File: src/rtl/pri_enco_if.sv
// rtl/pri_enco_if.sv - request/index bundle for the registered priority encoder
interface pri_enco_if #(
    parameter int IN_W  = 8,
    parameter int OUT_W = 3
);
    logic             en;
    logic [IN_W-1:0]  in;
    logic [OUT_W-1:0] y;
    logic             valid;

    modport master (output en, output in, input y, input valid);
    modport slave  (input en, input in, output y, output valid);
endinterface

File: src/rtl/pri_enco.sv
// rtl/pri_enco.sv - 8-to-3 priority encoder, highest set bit wins, registered outputs
module pri_enco #(
    parameter int IN_W  = 8,
    parameter int OUT_W = 3
) (
    input  logic     clk,
    input  logic     rst,
    pri_enco_if.slave bus
);
    logic [OUT_W-1:0] idx_next;
    logic             any_next;

    // Ascending scan: the last hit is the highest-numbered set bit.
    always_comb begin
        idx_next = '0;
        any_next = 1'b0;
        for (int i = 0; i < IN_W; i++) begin
            if (bus.in[i]) begin
                idx_next = OUT_W'(i);
                any_next = 1'b1;
            end
        end
    end

    always_ff @(posedge clk) begin
        if (rst) begin
            bus.y     <= '0;
            bus.valid <= 1'b0;
        end else if (bus.en) begin
            bus.y     <= idx_next;
            bus.valid <= any_next;
        end
    end
endmodule

File: src/flat_wrapper.sv
// flat-port wrapper written by rule: the top's interface ports become plain ports
module pri_enco_flat 
#(
    parameter int IN_W  = 8,
    parameter int OUT_W = 3
)
  (clk, rst, bus_en, bus_in, bus_y, bus_valid);
  pri_enco_if #(.IN_W(IN_W), .OUT_W(OUT_W)) bus_i ();
  input  logic clk;
  input  logic rst;
  input wire logic [$bits(bus_i.en)-1:0] bus_en;
  input wire logic [$bits(bus_i.in)-1:0] bus_in;
  output wire logic [$bits(bus_i.y)-1:0] bus_y;
  output wire logic [$bits(bus_i.valid)-1:0] bus_valid;
  assign bus_i.en = bus_en;
  assign bus_i.in = bus_in;
  assign bus_y = bus_i.y;
  assign bus_valid = bus_i.valid;
  pri_enco #(.IN_W(IN_W), .OUT_W(OUT_W)) u_core (.clk(clk), .rst(rst), .bus(bus_i));
endmodule
File: config.mk
export PLATFORM = sky130hd
export DESIGN_NAME = pri_enco_flat
export DESIGN_NICKNAME = d
export VERILOG_FILES = /design/src/rtl/pri_enco_if.sv /design/src/rtl/pri_enco.sv /design/src/flat_wrapper.sv
export SDC_FILE = /design/constraint.sdc
export NUM_CORES = 1
export LEC_CHECK = 0
export CORE_AREA = 2 2 39 41
export CTS_CLUSTER_DIAMETER = 100
export DETAILED_ROUTE_END_ITERATION = 8
export DIE_AREA = 0 0 41 43
export GPL_ROUTABILITY_DRIVEN = 0
export PLACE_DENSITY = 0.47
export SLEW_MARGIN = 40
export SYNTH_ARGS = -nofsm -noshare
export SYNTH_HDL_FRONTEND = slang
export SYNTH_SLANG_ARGS = --single-unit
File: constraint.sdc
create_clock -name clk -period 1.8 [get_ports clk]
set_input_delay 0.36 -clock clk [delete_from_list [all_inputs] [get_ports clk]]
set_output_delay 0.36 -clock clk [all_outputs]
set_load 0.01 [all_outputs]
==> impl_metrics.toml <==
[finish]
fill_cells = 161
drive_gt1_frac = 0.0769
seqCellArea_um2 = 80.1
multi_input_area_um2 = 93.8
final_area_um2 = 364
area_delta_synth_final_pct = 96.6
final_cells = 55
nNetsFinal = 52
final_util = 0.263
diodes = 0

[sta]
relSlewSlack = 0.717
worst_pin_slew_ns = 0.421
fin_tns_setup_ns = 0
min_period_ns = 1.45
min_period_over_period = 0.807
fmax_mhz = 688
hold_viol = 0
slew_viol_final = 0
skew_ns = 0
rsz0062_at_grt = "no"
finalSetupViolations = 0

[synthesis]
synth-compound-area-share = 0.264
synth_xor_xnor_area_share = 0
avgSynthCellArea_um2 = 8.05
synth_nets = 34
synth-adder-area-share = 0
ys_top_cells_by_area = "dfxtp_1 (43%), nor2_1 (14%), a311oi_1 (14%)"
syn_area_um2 = 185
yosysTopAreaCellShare = 0.432
synth_top_family_by_area = "compound AO/OA/AOI/OAI gates"
synth_seq_cells = 4
yosys.area_share.simple = 0.243
netlist_instances = 23
ys.warnings.count = 0
ys_types = 10
synth_top_area_cell = "dfxtp_1"
yosys-mux-area-fraction = 0
ys_seq_area_frac = 0.432

[global_route]
grt_pass1_vias = 208
grt_pass1_wl_um = 752
track_usage = 0.0682
grt_start_max_net_pins = 9
antenna_found_initial = 0
gr-total-overflow = 0

[clocking]
cts.path.max_buffers = 2
numCtsBuffers = 3
clock-sinks = 4
clock_latency_ns = 0.23
root_buffer = "clkbuf_4"
cts_tree = "yes"
hold_buffers = 0
cts.clk_slew.worst_paths_ns = 0.04
htree_levels = 1
cts_setup_buffers = 0
ctsResizeCount = 0

[floorplanning]
fp-row-count = 14
core_um2 = 1380
die_h_um = 43
initial_core_util = 0.134
die_w_um = 41
pin_count = 15
fp.dieArea_um2 = 1760

[setup_path]
start_kind = "flip-flop"
slowest_stage = "clkdlybuf4s50_1"
cp.depth = 1
critical_path_arrival_ns = 1.09
path_cells = "clkdlybuf4s50_1"
cp_max_fo = 2
slowest_delay_ns = 0.53
crit_family = "buffers and inverters"
worstPathRequired_ns = 1.44
r2r_cells = 2
end_kind = "output port"
cp_num_buf_inv = 1
critPathKind = "flip-flop to output port"

[pwr]
finalPower_uw = 266
p_seq_frac = 0.373
switching_share = 0.219
p_clk_frac = 0.408
p_switching_uw = 58.3
ir_drop_v = 0.000201
powerDensity_nw_per_um2 = 732
combPwrFrac = 0.219
p_int_uw = 208
p_leak_uw = 0.000137

[worst_hold_path]
hold_path_class = "flip-flop to flip-flop"
hold_depth = 2

[placement]
dp_cells = 52
port_buffers = 14
hpwl_um = 387
placed_cell_area_um2 = 342

[route]
wl_per_cell_um = 8.67
num_vias = 222
viasPerCell = 4.04
firstDrtPassIters = 4
drtAntennaViolNets = 0
drc = 0
drt-total-wl_um = 477
drt_iter0_drc = 7

[outcome]
status = "finished clean"

[flow_run]
max-cap-violations = 0
==> metrics by stage <==
stage / hold WS (ns) / worst slack (ns)
final: 0.482 / 0.347
after global routing: 0.507 / 0.312
after floorplan: 0.432 / 0.727
after CTS: 0.485 / 0.331
after detailed placement: 0.480 / 0.193
after global placement: 0.478 / 0.202
==> kinds of logic after synthesis <==
family	Yosys count
AND/OR/NAND/NOR	10
AO/OA/AOI/OAI	6
flip-flops	4
buffers and inverters	3
==> cell usage after synthesis <==
master	count
nor2_1	7
dfxtp_1	4
a311oi_1	3
inv_1	2
nor4_1	2
a211oi_1	1
a221o_1	1
clkbuf_1	1
nand2b_1	1
o21ai_0	1
==> final timing paths <==
check,endpoint,slack [ns],from
min reg2reg,u_core.bus.valid,0.48,u_core.bus.valid
max,bus_y[1],0.35,u_core.bus.y[1]
min,u_core.bus.valid,0.48,u_core.bus.valid
max reg2reg,u_core.bus.y[1],1.11,u_core.bus.y[1]
==> power groups by stage <==
stage               clock (µW)  combinational [µW]  sequential, µW
floorplan                    0                14.6             104
detailed placement           0                58.7             101
global route               120                63.3            99.9
CTS                        117                58.9            99.3
finish                     109                58.3            99.3
global placement             0                58.7             101
==> registers in the layout, indices dropped and copies added, names as in the netlist <==
signal / cells
u_core.bus.valid: 1
u_core.bus.y: 3
==> area by class of cell <==
| cell class | count | area share |
|---|---|---|
| clock buffer | 3 | 0.0619 |
| inverter | 2 | 0.0206 |
| sequential | 4 | 0.220 |
| multi-input combinational | 16 | 0.258 |
| timing repair buffer | 14 | 0.385 |
| tap | 16 | 0.0550 |
==> per-layer routing <==
metal  routed length [µm]  GRT usage
met1                  208     0.0801
met3                   68     0.0209
met2                  200     0.0750
met4                    0      0.100
met5                    0          0
==> cells in the final DEF, fill, tap and decap left out <==
| cell type | instances |
|---|---|
| nor4_1 | 2 |
| inv_1 | 2 |
| nor2_1 | 7 |
| nand2b_1 | 1 |
| o21ai_0 | 1 |
| clkbuf_4 | 3 |
| a221o_1 | 1 |
| clkdlybuf4s50_1 | 14 |
| dfxtp_1 | 4 |
| a311oi_1 | 3 |
| a211oi_1 | 1 |
(Power assumes the default switching activity.)
